### config.mk
export PLATFORM = sky130hd
export DESIGN_NAME = seg_scan_ctrl_flat
export DESIGN_NICKNAME = d
export VERILOG_FILES = /design/src/rtl/seg_scan_ctrl_if.sv /design/src/rtl/seg_scan_ctrl.sv /design/src/flat_wrapper.sv
export SDC_FILE = /design/constraint.sdc
export NUM_CORES = 1
export LEC_CHECK = 0
export BUFFER_PORTS_ARGS = -buffer_cell sky130_fd_sc_hd__buf_2
export CORE_UTILIZATION = 57
export DETAILED_ROUTE_END_ITERATION = 10
export PLACE_DENSITY = 0.91
export SYNTH_ARGS = -nofsm -noshare
export SYNTH_HDL_FRONTEND = slang
export SYNTH_SLANG_ARGS = --single-unit
### constraint.sdc
create_clock -name clk -period 5.3 [get_ports clk]
set_clock_uncertainty 0.2 [all_clocks]
set_input_delay 1.06 -clock clk [delete_from_list [all_inputs] [get_ports clk]]
set_output_delay 1.06 -clock clk [all_outputs]
set_load 0.02 [all_outputs]
### src/rtl/seg_scan_ctrl_if.sv
// rtl/seg_scan_ctrl_if.sv - display data in / board pin out bundle for the segment scanner
//
// Groups the per-digit display data coming from the datapath and the
// multiplexed board-pin outputs.
//   master : the datapath side; drives digit data and scan controls, observes pins
//   slave  : the scanner; consumes digit data, drives AN/SEG/DP and status
// Signals:
//   digits_i    hex nibble per digit, digit k = bits [4k+3:4k]
//   dp_i        decimal point request per digit (1 = lit)
//   en_mask_i   digit enable (0 = skipped in scan)
//   lz_en_i     leading-zero suppression enable
//   div_i       digit on-time minus one, in clock cycles
//   AN          anode select, active-low one-hot
//   SEG         segments {g,f,e,d,c,b,a}, active-low
//   DP          decimal point, active-low
//   digit_sel_o index of the digit currently driven
//   frame_o     one-cycle pulse when the scan wraps
interface seg_scan_ctrl_if #(
    parameter int NUM_DIGITS = 8,
    parameter int DIV_WIDTH  = 16
);
    localparam int SEL_W = $clog2(NUM_DIGITS);

    logic [4*NUM_DIGITS-1:0] digits_i;
    logic [NUM_DIGITS-1:0]   dp_i;
    logic [NUM_DIGITS-1:0]   en_mask_i;
    logic                    lz_en_i;
    logic [DIV_WIDTH-1:0]    div_i;
    logic [NUM_DIGITS-1:0]   AN;
    logic [6:0]              SEG;
    logic                    DP;
    logic [SEL_W-1:0]        digit_sel_o;
    logic                    frame_o;

    modport master (
        output digits_i, dp_i, en_mask_i, lz_en_i, div_i,
        input  AN, SEG, DP, digit_sel_o, frame_o
    );

    modport slave (
        input  digits_i, dp_i, en_mask_i, lz_en_i, div_i,
        output AN, SEG, DP, digit_sel_o, frame_o
    );
endinterface

### src/rtl/seg_scan_ctrl.sv
// rtl/seg_scan_ctrl.sv - multiplexed common-anode 7-segment display scanner
//
// Time-multiplexes NUM_DIGITS hex digits onto one shared segment bus with a
// programmable on-time, per-digit enable mask, dead time between digits,
// decimal points, leading-zero suppression and built-in hex decode.
// Ports:
//   clk  system clock
//   rst  asynchronous active-low reset
//   bus  seg_scan_ctrl_if.slave: digit data/controls in, AN/SEG/DP/status out
module seg_scan_ctrl #(
    parameter int NUM_DIGITS  = 8,
    parameter int DIV_WIDTH   = 16,
    parameter int DEAD_CYCLES = 4
) (
    input  logic            clk,
    input  logic            rst,
    seg_scan_ctrl_if.slave  bus
);
    localparam int SEL_W = $clog2(NUM_DIGITS);
    localparam int DC_W  = $clog2(DEAD_CYCLES + 2);
    localparam logic [DC_W-1:0] DEAD_LAST =
        (DEAD_CYCLES > 0) ? DC_W'(DEAD_CYCLES - 1) : '0;
    localparam logic [NUM_DIGITS-1:0] AN_OFF = '1;

    typedef enum logic [1:0] {
        IDLE  = 2'd0,
        SHOW  = 2'd1,
        BLANK = 2'd2
    } state_t;

    function automatic logic [6:0] hex_to_seg(input logic [3:0] v);
        logic [6:0] s;
        case (v)
            4'h0: s = 7'h40;
            4'h1: s = 7'h79;
            4'h2: s = 7'h24;
            4'h3: s = 7'h30;
            4'h4: s = 7'h19;
            4'h5: s = 7'h12;
            4'h6: s = 7'h02;
            4'h7: s = 7'h78;
            4'h8: s = 7'h00;
            4'h9: s = 7'h10;
            4'hA: s = 7'h08;
            4'hB: s = 7'h03;
            4'hC: s = 7'h46;
            4'hD: s = 7'h21;
            4'hE: s = 7'h06;
            default: s = 7'h0E;
        endcase
        return s;
    endfunction

    logic [4*NUM_DIGITS-1:0] digits;
    logic [NUM_DIGITS-1:0]   dp_req;
    logic [NUM_DIGITS-1:0]   en_mask;
    logic                    lz_en;
    logic [DIV_WIDTH-1:0]    div_in;

    assign digits  = bus.digits_i;
    assign dp_req  = bus.dp_i;
    assign en_mask = bus.en_mask_i;
    assign lz_en   = bus.lz_en_i;
    assign div_in  = bus.div_i;

    state_t                 state;
    logic [SEL_W-1:0]       sel;
    logic [SEL_W-1:0]       pend_idx;
    logic [DIV_WIDTH-1:0]   presc;
    logic [DIV_WIDTH-1:0]   div_lat;
    logic [DC_W-1:0]        dead_cnt;
    logic [NUM_DIGITS-1:0]  an_r;
    logic [6:0]             seg_r;
    logic                   dp_r;
    logic                   frame_r;

    // Lowest enabled index (IDLE exit) and first enabled index after sel in
    // circular order. The descending loop lets the nearest candidate win; when
    // sel is the only enabled digit the full-circle candidate (sel) is chosen.
    logic [SEL_W-1:0] first_idx;
    logic [SEL_W-1:0] next_idx;
    always_comb begin
        first_idx = '0;
        for (int i = NUM_DIGITS - 1; i >= 0; i--) begin
            if (en_mask[i]) first_idx = SEL_W'(i);
        end
        next_idx = sel;
        for (int i = NUM_DIGITS; i >= 1; i--) begin
            if (en_mask[SEL_W'((int'(sel) + i) % NUM_DIGITS)])
                next_idx = SEL_W'((int'(sel) + i) % NUM_DIGITS);
        end
    end

    logic show_last;
    logic dead_done;
    assign show_last = (presc == div_lat);
    assign dead_done = (dead_cnt == DEAD_LAST);

    // Decide whether this edge enters SHOW, on which index, and whether that
    // entry counts as a scan wrap.
    logic             do_enter;
    logic             enter_frame;
    logic [SEL_W-1:0] entry_idx;
    always_comb begin
        do_enter    = 1'b0;
        enter_frame = 1'b0;
        entry_idx   = pend_idx;
        case (state)
            IDLE: begin
                entry_idx = first_idx;
                do_enter  = |en_mask;
            end
            SHOW: begin
                entry_idx = next_idx;
                if (show_last && (|en_mask) && (DEAD_CYCLES == 0)) begin
                    do_enter    = 1'b1;
                    enter_frame = (next_idx <= sel);
                end
            end
            BLANK: begin
                entry_idx = pend_idx;
                if (dead_done) begin
                    do_enter    = 1'b1;
                    enter_frame = (pend_idx <= sel);
                end
            end
            default: ;
        endcase
    end

    // Value latched for the digit being entered. A zero digit is suppressed
    // when no enabled digit above it is non-zero; since a suppressed digit is
    // itself zero, "0 or suppressed" reduces to "0".
    logic [3:0]            entry_nib;
    logic                  entry_dp;
    logic                  nz_above;
    logic                  entry_sup;
    logic [NUM_DIGITS-1:0] entry_an;
    always_comb begin
        entry_nib = 4'h0;
        entry_dp  = 1'b0;
        nz_above  = 1'b0;
        for (int k = 0; k < NUM_DIGITS; k++) begin
            if (SEL_W'(k) == entry_idx) begin
                entry_nib = digits[4*k +: 4];
                entry_dp  = dp_req[k];
            end
            if ((k > int'(entry_idx)) && en_mask[k] && (digits[4*k +: 4] != 4'h0))
                nz_above = 1'b1;
        end
        entry_sup = lz_en && (entry_nib == 4'h0) && (entry_idx != '0) && !nz_above;
        entry_an  = ~(NUM_DIGITS'(1) << entry_idx);
    end

    always_ff @(posedge clk or negedge rst) begin
        if (!rst) begin
            state    <= IDLE;
            sel      <= '0;
            pend_idx <= '0;
            presc    <= '0;
            div_lat  <= '0;
            dead_cnt <= '0;
            an_r     <= AN_OFF;
            seg_r    <= 7'h7F;
            dp_r     <= 1'b1;
            frame_r  <= 1'b0;
        end else begin
            frame_r <= 1'b0;
            if (do_enter) begin
                state   <= SHOW;
                sel     <= entry_idx;
                presc   <= '0;
                div_lat <= div_in;
                an_r    <= entry_an;
                seg_r   <= entry_sup ? 7'h7F : hex_to_seg(entry_nib);
                dp_r    <= ~entry_dp;
                frame_r <= enter_frame;
            end else begin
                case (state)
                    IDLE: begin
                        an_r  <= AN_OFF;
                        seg_r <= 7'h7F;
                        dp_r  <= 1'b1;
                    end
                    SHOW: begin
                        if (show_last) begin
                            // Mask is re-evaluated here: an empty mask ends the
                            // scan after the current digit completes.
                            state    <= (|en_mask) ? BLANK : IDLE;
                            pend_idx <= next_idx;
                            dead_cnt <= '0;
                            an_r     <= AN_OFF;
                            seg_r    <= 7'h7F;
                            dp_r     <= 1'b1;
                        end else begin
                            presc <= presc + 1'b1;
                        end
                    end
                    BLANK: begin
                        dead_cnt <= dead_cnt + 1'b1;
                    end
                    default: begin
                        state <= IDLE;
                    end
                endcase
            end
        end
    end

    assign bus.AN          = an_r;
    assign bus.SEG         = seg_r;
    assign bus.DP          = dp_r;
    assign bus.digit_sel_o = sel;
    assign bus.frame_o     = frame_r;
endmodule

### src/flat_wrapper.sv
// flat-port wrapper written by rule: the top's interface ports become plain ports
module seg_scan_ctrl_flat 
#(
    parameter int NUM_DIGITS  = 8,
    parameter int DIV_WIDTH   = 16,
    parameter int DEAD_CYCLES = 4
)
  (clk, rst, bus_digits_i, bus_dp_i, bus_en_mask_i, bus_lz_en_i, bus_div_i, bus_AN, bus_SEG, bus_DP, bus_digit_sel_o, bus_frame_o);
  seg_scan_ctrl_if #(.NUM_DIGITS(NUM_DIGITS), .DIV_WIDTH(DIV_WIDTH)) bus_i ();
  input  logic clk;
  input  logic rst;
  input wire logic [$bits(bus_i.digits_i)-1:0] bus_digits_i;
  input wire logic [$bits(bus_i.dp_i)-1:0] bus_dp_i;
  input wire logic [$bits(bus_i.en_mask_i)-1:0] bus_en_mask_i;
  input wire logic [$bits(bus_i.lz_en_i)-1:0] bus_lz_en_i;
  input wire logic [$bits(bus_i.div_i)-1:0] bus_div_i;
  output wire logic [$bits(bus_i.AN)-1:0] bus_AN;
  output wire logic [$bits(bus_i.SEG)-1:0] bus_SEG;
  output wire logic [$bits(bus_i.DP)-1:0] bus_DP;
  output wire logic [$bits(bus_i.digit_sel_o)-1:0] bus_digit_sel_o;
  output wire logic [$bits(bus_i.frame_o)-1:0] bus_frame_o;
  assign bus_i.digits_i = bus_digits_i;
  assign bus_i.dp_i = bus_dp_i;
  assign bus_i.en_mask_i = bus_en_mask_i;
  assign bus_i.lz_en_i = bus_lz_en_i;
  assign bus_i.div_i = bus_div_i;
  assign bus_AN = bus_i.AN;
  assign bus_SEG = bus_i.SEG;
  assign bus_DP = bus_i.DP;
  assign bus_digit_sel_o = bus_i.digit_sel_o;
  assign bus_frame_o = bus_i.frame_o;
  seg_scan_ctrl #(.NUM_DIGITS(NUM_DIGITS), .DIV_WIDTH(DIV_WIDTH), .DEAD_CYCLES(DEAD_CYCLES)) u_core (.clk(clk), .rst(rst), .bus(bus_i));
endmodule
* Yosys cells after proc, flatten, opt, wreduce, memory -nomap -nowiden *
Memory sizes are Yosys's and may differ from the RTL's.
Index checks and enable logic that the tools add are counted.
W data, S select, Z words.

word-level totals
  logic and storage cells = 183
  memory bits (read-only) = 112
  memories = 1
  bits in registers = 60
  input port bits = 67
  output and inout bits = 20

operators by class
  $add $sub $neg = 10
  equality and inequality tests = 15
  shifts and indexed selects = 1
  order comparisons = 16
  bitwise gates (word level) = 3
  muxes and demuxes = 88
  reduce and logical (&&, ||, !) cells = 39

memory list
  name             depth  bits a word  rd ports  clocked after memory_dff  write ports  line                 RTL
  (no name shown)  16     7            1         0                         0            seg_scan_ctrl.sv:33  case (v)

operator list
  operator                 number
  $mux W3                  17
  $mux W16                 3
  $lt A3 B5 Y1 const B     8
  $mux W1                  37
  $mux W4                  8
  $reduce_bool A4 Y1       7
  $bmux W1 S3              8
  $mux W7                  3
  $logic_and A1 B1 Y1      17
  $add A16 B1 Y16 const B  1
  $eq A16 B16 Y1           1
  $mux W8                  2
  $pmux W8 S2              1
  $pmux W7 S2              1
  $add A3 B3 Y3 const B    4
  $eq A3 B3 Y1 const A     4
  $gt A3 B3 Y1 const A     4
  $pmux W3 S2              2
  $add A3 B1 Y3 const B    3
  $not A8 Y8               1
  $reduce_or A8 Y1         1
  $shl A1 B3 Y8 const A    1
  $add A3 B2 Y3 const B    2
  $eq A2 B3 Y1 const A     2
  23 further kinds         34

* Logic depth before layout (Yosys ltp) *
Gate-level depths: netlist (run 1).

  word-level depth = 28
  depth in mapped cells = 21
  gate-level depth less buffers = 17

* Worst setup path after synthesis (run 1) *
OpenSTA, ideal clock, no wires.

  path kind = flip-flop to flip-flop
  start point = register u_core.sel[0] (netlist: u_core.bus.digit_sel_o[0])
  end point = register u_core.seg_r[2] (netlist: u_core.bus.SEG[2])
  period minus slack after synthesis = 5027 ps
  data required time = 5023 ps
  slack = 273 ps
  arrival time = 4750 ps
  path buffers = 4
  cell stages (with the launch flop) = 21
  path through = dfrtp_1 buf_6 buf_2 inv_1 ha_1 buf_2 mux4_2 mux2_2 o22ai_1 a31oi_1 o31a_1 o21a_1 buf_6 or4_4 o22ai_4 ha_1 nand2_1 a221o_1 a21oi_1 a31oi_4 a31oi_1

on the way
  word-level cells in the longest chain between the ends = 28
  elaborated cells between the ends (all ways) = 94
  classes of those cells = add/sub: 8; order compare: 7; eq/ne: 7; mux: 50; reduce/logical: 21; memory: 1

RTL lines
  element                                                                  line                                      RTL
  start: declaration                                                       seg_scan_ctrl.sv:67                       logic [SEL_W-1:0] sel;
  start signal: assignment                                                 seg_scan_ctrl.sv:171                      sel <= entry_idx;
  $add A3 B1 Y3                                                            seg_scan_ctrl.sv:89, seg_scan_ctrl.sv:90
  $bmux W1 S3                                                              seg_scan_ctrl.sv:89                       if (en_mask[SEL_W'((int'(sel) + i) % NUM_DIGITS)])
  $mux W1 (not written as such) (2 in a row)                               seg_scan_ctrl.sv:89
  $mux W3 (7 in a row)                                                     seg_scan_ctrl.sv:89
  $mux W3 *                                                                seg_scan_ctrl.sv:89
  $pmux W3 S2 *                                                            seg_scan_ctrl.sv:108                      case (state)
  parallel branches: the longest is 13 deep, another holds $mem_v2 Z16 W7  -
  $mux W7 *                                                                seg_scan_ctrl.sv:175                      seg_r <= entry_sup ? 7'h7F : hex_to_seg(entry_nib);
  $mux W7 *                                                                seg_scan_ctrl.sv:169                      if (do_enter) begin
  end signal: assignment                                                   seg_scan_ctrl.sv:175
  end: declaration                                                         seg_scan_ctrl.sv:73                       logic [6:0] seg_r;

Every way passes the cells marked *. The select of a mux whose other input is x is not followed.
A chain may end at the register's enable or synchronous reset.

* Worst setup path after layout (run 1) *
  start point = input bus_en_mask_i[1]
  end point = register u_core.seg_r[5] (netlist: u_core.bus.SEG[5])

on the way
  word-level cells in the longest chain between the ends = 27
  elaborated cells between the ends (all ways) = 93
  classes of those cells = order compare: 7; eq/ne: 8; mux: 53; reduce/logical: 24; memory: 1

RTL lines
  element                                                               line                RTL
  start: declaration                                                    flat_wrapper.sv:14  input wire logic [$bits(bus_i.en_mask_i)-1:0] bus_en_mask_i;
  parallel branches: the longest is 27 deep, another holds $bmux W1 S3  -

Parallel ways; which one is timed is not known. The select of a mux whose other input is x is not followed.

==> results.py, run 1 <==
metrics = {
    "logic_synthesis": {
        "synth_area_um2": 4720,
        "yosysTopAreaCellShare": 0.2333,
        "synth_top_area_cell": "dfrtp_1",
        "async_flop_share": 1.000,
        "synthTopCellsByArea": "dfrtp_1 (23%), dfstp_2 (8.9%), nand2_1 (7.4%), xor2_1 (5.6%), mux2i_1 (4.7%)",
        "ys_warn_count": 0,
        "ys_ff_latch": 60,
        "synth_fp_nets": 611,
        "synth_edf_count": 0,
        "synth.distinct_cells": 69,
        "syn_inst": 527,
        "synth_flop_cell": "dfrtp_1",
        "avgSynthCellArea_um2": 8.955,
        "yosysSeqAreaShare": 0.3224,
    },
    "clock_network": {
        "clockBufferDepth": 2,
        "htreeDepth": 3,
        "cts_tree": "built",
        "cts_resized": 0,
        "holdBufCountCts": 0,
        "cts_buffers": 9,
        "insertion_delay_ns": 0.34,
        "root_buffer": "clkbuf_8",
        "clk_pin_slew_ns": 0.06,
        "cts_num_sinks": 60,
        "cts_setup_buffers": 0,
    },
    "floorplanning": {
        "rows": 32,
        "die_y_um": 93.00,
        "core_um2": 7848,
        "start_util": 0.6014,
        "io-pin-count": 87,
        "die_w_um": 93.00,
        "die-area_um2": 8648,
    },
    "min_path": {
        "holdPathEnd": "u_core.div_lat[8]",
        "worstHoldPathType": "reg -> reg",
        "hold_path_depth": 2,
        "hp-start": "u_core.div_lat[8]",
    },
    "worst_setup_path": {
        "cp_max_fo": 13,
        "reg2reg_to": "u_core.bus.SEG[5]",
        "arrival_ns": 4.87,
        "cp_top_family": "compound AO/OA/AOI/OAI gates",
        "cp_common_cell": "a21oi_1",
        "reg2reg_slack_ns": 0.52,
        "crit_path_end_kind": "register",
        "cp.required_ns": 5.36,
        "critical-path-slowest-cell": "mux4_2",
        "critPathBufInv": 2,
        "critPathKind": "in -> reg",
        "crit_chain": "buf_2 -> mux4_2 -> mux2i_1 -> a21boi_1 -> a21boi_2 -> xnor2_2 -> a21boi_2 -> buf_4 -> a211oi_1 -> a21oi_1 -> mux2i_1 -> ha_1 -> nand2_1 -> a221o_1 -> a21oi_1 -> a31oi_4 -> a21oi_1",
        "max_stage_delay_ns": 0.54,
        "r2r-start": "u_core.bus.digit_sel_o[0]",
        "cp-start-kind": "input port",
        "reg2regPathDepth": 16,
    },
    "layout": {
        "mostFrequentLayoutCell": "nand2_1",
        "final_util": 0.6891,
        "filler_cell_count": 612,
        "syn2layout_area_growth_pct": 14.58,
        "layout.nets": 694,
        "antenna_cells": 0,
        "drive_gt1_frac": 0.2736,
        "stdcell_area_um2": 5408,
        "seq_area_um2": 1521,
        "layout_common_cells": "nand2_1 (93), buf_2 (86), dfrtp_1 (44)",
        "multi_input_area_um2": 2962,
    },
    "route": {
        "via_per_inst": 6.260,
        "drc": 0,
        "dr.pass1.iters": 7,
        "drt_iter0_markers": 263,
        "drt-wirelength-per-cell_um": 17.94,
        "routed_wl_um": 12850,
        "num_vias": 4482,
        "ant_nets": 0,
    },
    "global_route": {
        "grt_max_degree": 61,
        "grt_pass1_wl_um": 20670,
        "antenna_found_initial": 0,
        "grt_pass1_vias": 4319,
        "grt-ovfl-total": 0,
        "track_usage": 0.3082,
    },
    "sta": {
        "max-slew-margin-rel": 0.1222,
        "tns_ns": 0,
        "hold_viol_final": 0,
        "worst_pin_slew_ns": 1.317,
        "setup_viol": 0,
        "whs_ns": 0.2891,
        "drv_slew": 0,
        "max_freq_mhz": 207.7,
        "rsz0062_at_grt": "false",
        "fin_crit_ns": 4.814,
        "period_share": 0.9083,
    },
    "placement": {
        "numPortBuffers": 86,
        "dp_hpwl_um": 9565,
        "dpl-instance-area_um2": 5226,
        "gp_congestion": 0.9969,
    },
    "flow_run": {
        "drv_cap": 0,
    },
    "status": {
        "status": "completed",
    },
}
## state kept, by name (all words and copies together) (netlist names)
register                count
u_core.bus.digit_sel_o      3
u_core.state                2
u_core.bus.AN               8
u_core.bus.frame_o          1
u_core.presc               16
u_core.pend_idx             3
u_core.bus.DP               1
u_core.div_lat             16
u_core.bus.SEG              7
u_core.dead_cnt             3
## per-layer routing
layer | routed length (um) | GRT usage
met5 | 0 | 0
met4 | 404 | 0.1474
met3 | 1142 | 0.08293
met2 | 6208 | 0.5208
met1 | 5091 | 0.3626
## cell families (layout without fill, tap and decap cells)
kind of cell | count (synthesis) | in the layout | synth area share
xor+xnor | 34 | 34 | 0.06469
fa+ha+maj | 17 | 17 | 0.04507
mux | 45 | 45 | 0.1302
compound gates | 121 | 121 | 0.1922
simple gates | 203 | 203 | 0.1954
flops | 60 | 60 | 0.3224
buf+inv | 47 | 134 | 0.05011
## synth_stat cells, drive strengths merged, types with 7 or more instances
cell	instances
clkbuf	13
a21boi	7
mux2i	23
ha	17
inv	20
buf	14
dfrtp	44
a31oi	17
o22ai	7
mux4	10
o22a	7
a21oi	23
nand3	20
mux2	12
nand2	93
xor2	30
dfstp	16
o21ai	18
nor2	42
## cell type report
cell class	count	area share
clock buffer	10	0.02360
clock inverter	5	0.009949
inverter	20	0.01388
multi-input combinational	420	0.5477
sequential	60	0.2814
tap	102	0.02360
timing repair buffer	99	0.09995
## worst reg2reg max path, delay by kind of cell (launching register included)
family | cells | cell delay [ns]
buffers and inverters | 1 | 0.13
muxes | 2 | 0.77
adders and majority gates | 2 | 0.79
and+or+nand+nor | 2 | 0.61
AOI/OAI and AO/OA | 9 | 1.87
DFF | 1 | 0.34
## per-stage QoR
stage	instances	setup slack, ns
4_1_cts	716	0.5529
3_3_place_gp	701	0.3652
2_1_floorplan	527	0.2731
3_5_place_dp	701	0.2217
5_1_grt	716	0.1758
6_report	716	0.4861
## worst max path at each step
stage	startpoint	endpoint	cells after the start
6_report	bus_en_mask_i[1]	u_core.bus.SEG[5]	17
5_1_grt	bus_en_mask_i[5]	u_core.bus.SEG[5]	17
4_1_cts	bus_en_mask_i[5]	u_core.bus.SEG[5]	17
3_5_place_dp	bus_en_mask_i[1]	u_core.bus.SEG[5]	17
3_3_place_gp	bus_en_mask_i[5]	u_core.bus.SEG[1]	17
2_1_floorplan	u_core.bus.digit_sel_o[0]	u_core.bus.SEG[2]	20
Power of run 1 is left out: the tool's default activity adds up to more than one toggle a clock period on the data nets, which glitch-free logic cannot reach.
==> inputs of run 2 (changes only) <==
--- a/config.mk
+++ b/config.mk
@@ -5,10 +5,11 @@
 export SDC_FILE = /design/constraint.sdc
 export NUM_CORES = 1
 export LEC_CHECK = 0
+export ABC_AREA = 1
 export BUFFER_PORTS_ARGS = -buffer_cell sky130_fd_sc_hd__buf_2
 export CORE_UTILIZATION = 57
 export DETAILED_ROUTE_END_ITERATION = 10
-export PLACE_DENSITY = 0.91
+export PLACE_DENSITY = 0.86
 export SYNTH_ARGS = -nofsm -noshare
 export SYNTH_HDL_FRONTEND = slang
 export SYNTH_SLANG_ARGS = --single-unit
==> run 2 against run 1 <==
  * First-iteration DRC count grew 57%
  * Via count grew 6.4%
  * Hold slack gained 0.0067 ns
  * Synthesized area shrank 3.7%
  * Synthesized cell count grew 20%
  * Cell count grew 16%
==> results.py, run 2 <==
metrics = {
    "logic_synthesis": {
        "synth_top_area_cell": "dfrtp_1",
        "synth_area_um2": 4546,
        "synth.distinct_cells": 52,
        "synth_xor_area_frac": 0.02312,
        "synthTopCellsByArea": "dfrtp_1 (24%), nand2_1 (14%), dfstp_2 (9.2%), inv_1 (6.6%), nand3_1 (5.9%)",
        "muxShareOfSynthArea": 0,
        "synth.most_common_cell": "nand2_1",
        "synth_edf_count": 0,
        "synth_common_cells": "nand2_1 (168), inv_1 (80), nand3_1 (54), dfrtp_1 (44), nor2_1 (41)",
        "yosysTopAreaCellShare": 0.2422,
        "synth_top_family_by_area": "simple AND/OR/NAND/NOR gates",
        "synth_fp_nets": 719,
        "synth-adder-area-share": 0.04679,
        "syn_inst": 635,
        "ys_ff_latch": 60,
        "async_flop_share": 1.000,
        "avgSynthCellArea_um2": 7.158,
        "yosys.area_share.simple": 0.3884,
        "synth_compound_area_frac": 0.1153,
        "synth_flop_cell": "dfrtp_1",
        "yosysSeqAreaShare": 0.3347,
        "ys_warn_count": 0,
    },
    "global_route": {
        "grt_pass1_wl_um": 21490,
        "grt_pass1_vias": 4637,
        "grt-ovfl-total": 0,
        "antenna_found_initial": 0,
        "track_usage": 0.3259,
        "grt_max_degree": 61,
    },
    "worst_setup_path": {
        "crit_path_end_kind": "register",
        "reg2reg_to": "u_core.bus.SEG[3]",
        "arrival_ns": 4.72,
        "critPathBufInv": 4,
        "critPathKind": "reg -> reg",
        "r2r-start": "u_core.bus.digit_sel_o[1]",
        "cp-start-kind": "register",
        "critical-path-slowest-cell": "dfrtp_1",
        "reg2reg_slack_ns": 0.68,
        "max_stage_delay_ns": 0.49,
        "cp_max_fo": 11,
        "reg2regPathDepth": 32,
        "cp.required_ns": 5.40,
        "cp_common_cell": "nand2_1",
        "cp_top_family": "simple AND/OR/NAND/NOR gates",
    },
    "status": {
        "status": "completed",
    },
    "layout": {
        "syn2layout_area_growth_pct": 16.43,
        "mostFrequentLayoutCell": "nand2_1",
        "final_util": 0.6849,
        "antenna_cells": 0,
        "layout.nets": 810,
        "layout_common_cells": "nand2_1 (168), buf_2 (86), inv_1 (80)",
        "filler_cell_count": 675,
        "drive_gt1_frac": 0.2627,
    },
    "clock_network": {
        "cts_tree": "built",
        "root_buffer": "clkbuf_8",
        "cts_setup_buffers": 0,
        "clockBufferDepth": 2,
        "insertion_delay_ns": 0.35,
        "cts_num_sinks": 60,
        "htreeDepth": 3,
        "cts_buffers": 9,
        "clk_pin_slew_ns": 0.08,
        "cts_resized": 0,
        "holdBufCountCts": 0,
    },
    "route": {
        "drc": 0,
        "drt-wirelength-per-cell_um": 15.49,
        "routed_wl_um": 12900,
        "maxUsedRoutingLayer": "met4",
        "dr.pass1.iters": 5,
        "drt_iter0_markers": 413,
        "met2WireLength_um": 6144,
        "num_vias": 4771,
        "ant_nets": 0,
        "via_per_inst": 5.727,
        "wl_met3_um": 844,
        "m1WireLength_um": 5469,
    },
    "sta": {
        "layout_setup_ws_ns": 0.6814,
        "setup_viol": 0,
        "max-slew-margin-rel": 0.4919,
        "drv_slew": 0,
        "rsz0062_at_grt": "false",
        "hold_viol_final": 0,
        "fin_crit_ns": 4.619,
        "period_share": 0.8714,
        "max_freq_mhz": 216.5,
        "worst_pin_slew_ns": 0.7622,
        "tns_ns": 0,
    },
    "min_path": {
        "hold_path_depth": 2,
        "hp-start": "u_core.dead_cnt[2]",
        "worstHoldPathType": "reg -> reg",
        "holdPathEnd": "u_core.dead_cnt[2]",
    },
    "floorplanning": {
        "core_um2": 7727,
        "rows": 32,
        "io-pin-count": 87,
        "start_util": 0.5882,
        "die_y_um": 91.30,
        "die_w_um": 91.30,
        "die-area_um2": 8336,
    },
    "placement": {
        "dp_slack_ns": 0.6524,
        "dp_hpwl_um": 9828,
        "numPortBuffers": 86,
        "gp_congestion": 0.9902,
    },
    "flow_run": {
        "drv_cap": 0,
    },
}
run 2: cell families after synthesis:
kind of cell,after synthesis
XOR/XNOR,12
AND/OR/NAND/NOR,354
flip-flops,60
buffers and inverters,102
AO/OA/AOI/OAI,90
adder cells (fa/ha/maj),17
run 2: worst reg2reg max path: cells and delay by family, from the launching register on:
| kind | cells | cell delay (ns) |
|---|---|---|
| compound gates | 3 | 0.45 |
| fa+ha+maj | 2 | 0.69 |
| buf+inv | 4 | 0.43 |
| flops | 1 | 0.49 |
| simple gates | 23 | 2.34 |
run 2: cell type report:
| cell class | count | area, um^2 | share of cell area |
|---|---|---|---|
| Inverter | 92 | 352.8 | 0.06667 |
| Tap cell | 102 | 127.6 | 0.02411 |
| Clock buffer | 9 | 123.9 | 0.02340 |
| Clock inverter | 7 | 98.84 | 0.01868 |
| Timing Repair Buffer | 90 | 460.4 | 0.08700 |
| Multi-Input combinational cell | 473 | 2608 | 0.4927 |
| Sequential cell | 60 | 1521 | 0.2875 |
run 2: layer usage:
layer,vias up,track usage
met5,-,0
met4,0,0.1468
met3,45,0.04439
met2,242,0.5480
met1,2224,0.4178
li1,2260,-
run 2: stage by stage:
step                      std cells  hold WS [ns]  instance area (um^2)
final                           833        0.2958                  5293
after global routing            833        0.3096                  5293
after CTS                       833        0.2928                  5293
after detailed placement        817        0.2766                  5070
after global placement          817        0.2656                  5070
after floorplan                 635        0.2517                  4546
run 2: worst max-delay path by stage:
stage | from | end | slack (ns) | cells after the start
global route | u_core.bus.digit_sel_o[1] | u_core.bus.SEG[1] | 0.23 | 32
floorplan | u_core.bus.digit_sel_o[0] | u_core.bus.SEG[3] | 1.21 | 33
global placement | bus_en_mask_i[7] | u_core.bus.SEG[3] | 0.70 | 31
CTS | u_core.bus.digit_sel_o[1] | u_core.bus.SEG[3] | 0.75 | 32
finish | u_core.bus.digit_sel_o[1] | u_core.bus.SEG[3] | 0.68 | 32
detailed placement | bus_en_mask_i[7] | u_core.bus.SEG[3] | 0.65 | 31
Power of run 2 is left out for the same reason.
==> inputs of run 3 (changes only) <==
--- a/config.mk
+++ b/config.mk
@@ -7,9 +7,10 @@
 export LEC_CHECK = 0
 export ABC_AREA = 1
 export BUFFER_PORTS_ARGS = -buffer_cell sky130_fd_sc_hd__buf_2
-export CORE_UTILIZATION = 57
+export CORE_UTILIZATION = 45
 export DETAILED_ROUTE_END_ITERATION = 10
-export PLACE_DENSITY = 0.86
+export PLACE_DENSITY = 0.71
+export SKIP_LAST_GASP = 1
 export SYNTH_ARGS = -nofsm -noshare
 export SYNTH_HDL_FRONTEND = slang
 export SYNTH_SLANG_ARGS = --single-unit
==> run 3 against run 2 <==
  * Via count decreased by 3.6%
  * First-iteration DRC count decreased by 43%
  * Hold slack got worse by 0.0066 ns
  * Register-to-register slack got worse by 0.09 ns
  * Flip-flop and latch count unchanged
  * Die area increased by 26%
  * Non-clock buffer count unchanged
  * Fmax decreased by 2.0%
==> results.py, run 3 (synthesized netlist as in run 2, its figures left out) <==
metrics = {
    "worst_setup_path": {
        "cp_common_cell": "nand2_1",
        "cp-start-kind": "register",
        "critPathKind": "reg -> reg",
        "max_stage_delay_ns": 0.50,
        "cp.required_ns": 5.39,
        "cp_max_fo": 11,
        "reg2reg_slack_ns": 0.59,
        "reg2regPathDepth": 32,
        "critPathBufInv": 4,
        "cp_top_family": "simple AND/OR/NAND/NOR gates",
        "reg2reg_to": "u_core.bus.SEG[3]",
        "crit_path_end_kind": "register",
        "critical-path-slowest-cell": "dfrtp_1",
        "arrival_ns": 4.80,
        "r2r-start": "u_core.bus.digit_sel_o[1]",
    },
    "floorplanning": {
        "core_um2": 9774,
        "rows": 36,
        "die_w_um": 102.5,
        "io-pin-count": 87,
        "die-area_um2": 10510,
        "die_y_um": 102.5,
        "start_util": 0.4651,
    },
    "route": {
        "num_vias": 4599,
        "drt_iter0_markers": 235,
        "ant_nets": 0,
        "drt-wirelength-per-cell_um": 14.40,
        "dr.pass1.iters": 5,
        "routed_wl_um": 12440,
        "drc": 0,
        "via_per_inst": 5.323,
    },
    "layout": {
        "filler_cell_count": 952,
        "mostFrequentLayoutCell": "nand2_1",
        "layout_common_cells": "nand2_1 (168), buf_2 (86), inv_1 (80)",
        "layout.nets": 810,
        "antenna_cells": 0,
        "multi_input_area_um2": 2608,
        "drive_gt1_frac": 0.2613,
        "syn2layout_area_growth_pct": 16.76,
        "seq_area_um2": 1521,
    },
    "placement": {
        "numPortBuffers": 86,
        "dp_hpwl_um": 9673,
        "gp_congestion": 0.9309,
    },
    "min_path": {
        "worstHoldPathType": "reg -> reg",
        "hp-start": "u_core.div_lat[15]",
        "holdPathEnd": "u_core.div_lat[15]",
        "hold_path_depth": 2,
    },
    "global_route": {
        "antenna_found_initial": 0,
        "grt_pass1_wl_um": 19750,
        "track_usage": 0.2444,
        "grt_pass1_vias": 4207,
        "grt_max_degree": 61,
        "grt-ovfl-total": 0,
    },
    "clock_network": {
        "cts_buffers": 9,
        "cts_num_sinks": 60,
        "cts_setup_buffers": 0,
        "root_buffer": "clkbuf_8",
        "cts_tree": "built",
        "clk_pin_slew_ns": 0.07,
        "cts_resized": 0,
        "holdBufCountCts": 0,
        "clockBufferDepth": 2,
        "insertion_delay_ns": 0.34,
        "htreeDepth": 3,
    },
    "sta": {
        "worst_pin_slew_ns": 0.7496,
        "max-slew-margin-rel": 0.5003,
        "fin_crit_ns": 4.713,
        "max_freq_mhz": 212.2,
        "rsz0062_at_grt": "false",
        "hold_viol_final": 0,
        "period_share": 0.8893,
        "drv_slew": 0,
        "setup_viol": 0,
        "tns_ns": 0,
    },
    "status": {
        "status": "completed",
    },
    "flow_run": {
        "drv_cap": 0,
    },
}
==> run 3: changes by cell type in the layout (fill, tap and decap cells not counted), sizes merged <==
cell / previous run / this run
clkbuf: 9 / 13
clkinvlp: 1 / 0
inv: 93 / 91
clkinv: 3 / 4
bufinv: 2 / 0
==> run 3: layout make-up <==
type / instances / area share
well taps: 133 / 0.03135
clock buffers: 13 / 0.03395
repair buffers: 90 / 0.08675
inverters: 92 / 0.06648
clock inverters: 3 / 0.003536
flip-flops and latches: 60 / 0.2867
multi-input cells: 473 / 0.4913
==> run 3: worst reg2reg max path, delay by kind of cell (launching register included) <==
kind                       cells  cell delay, ns
AOI/OAI and AO/OA              3            0.54
adders and majority gates      2            0.71
buffers and inverters          4            0.45
DFF                            1            0.50
and+or+nand+nor               23            2.29
==> run 3: worst max path at each step <==
| stage | startpoint | endpoint | slack, ns | cells after the start |
|---|---|---|---|---|
| 2_1_floorplan | u_core.bus.digit_sel_o[0] | u_core.bus.SEG[3] | 1.21 | 33 |
| 3_3_place_gp | bus_en_mask_i[7] | u_core.bus.SEG[3] | 0.72 | 31 |
| 3_5_place_dp | bus_en_mask_i[7] | u_core.bus.SEG[3] | 0.60 | 31 |
| 4_1_cts | u_core.bus.digit_sel_o[1] | u_core.bus.SEG[3] | 0.65 | 32 |
| 5_1_grt | u_core.bus.digit_sel_o[1] | u_core.bus.SEG[3] | 0.06 | 34 |
| 6_report | u_core.bus.digit_sel_o[1] | u_core.bus.SEG[3] | 0.59 | 32 |
==> run 3: metal layers <==
metal  wire length (um)  global-route usage
met5                  0                   0
met4                265             0.08352
met3                760             0.03254
met2               5862              0.4087
met1               5556              0.3260
==> run 3: per-stage QoR <==
step	cells	area [um^2]	util	worst slack (ns)	hold WS, ns
2_1_floorplan	635	4546	-	1.213	0.2517
3_3_place_gp	848	5109	0.5227	0.7168	0.2649
3_5_place_dp	848	5109	0.5227	0.5968	0.2772
4_1_cts	864	5308	0.5430	0.6457	0.2927
5_1_grt	864	5308	0.5430	0.06284	0.3180
6_report	864	5308	0.5430	0.5869	0.2892
Power of run 3 is left out for the same reason.
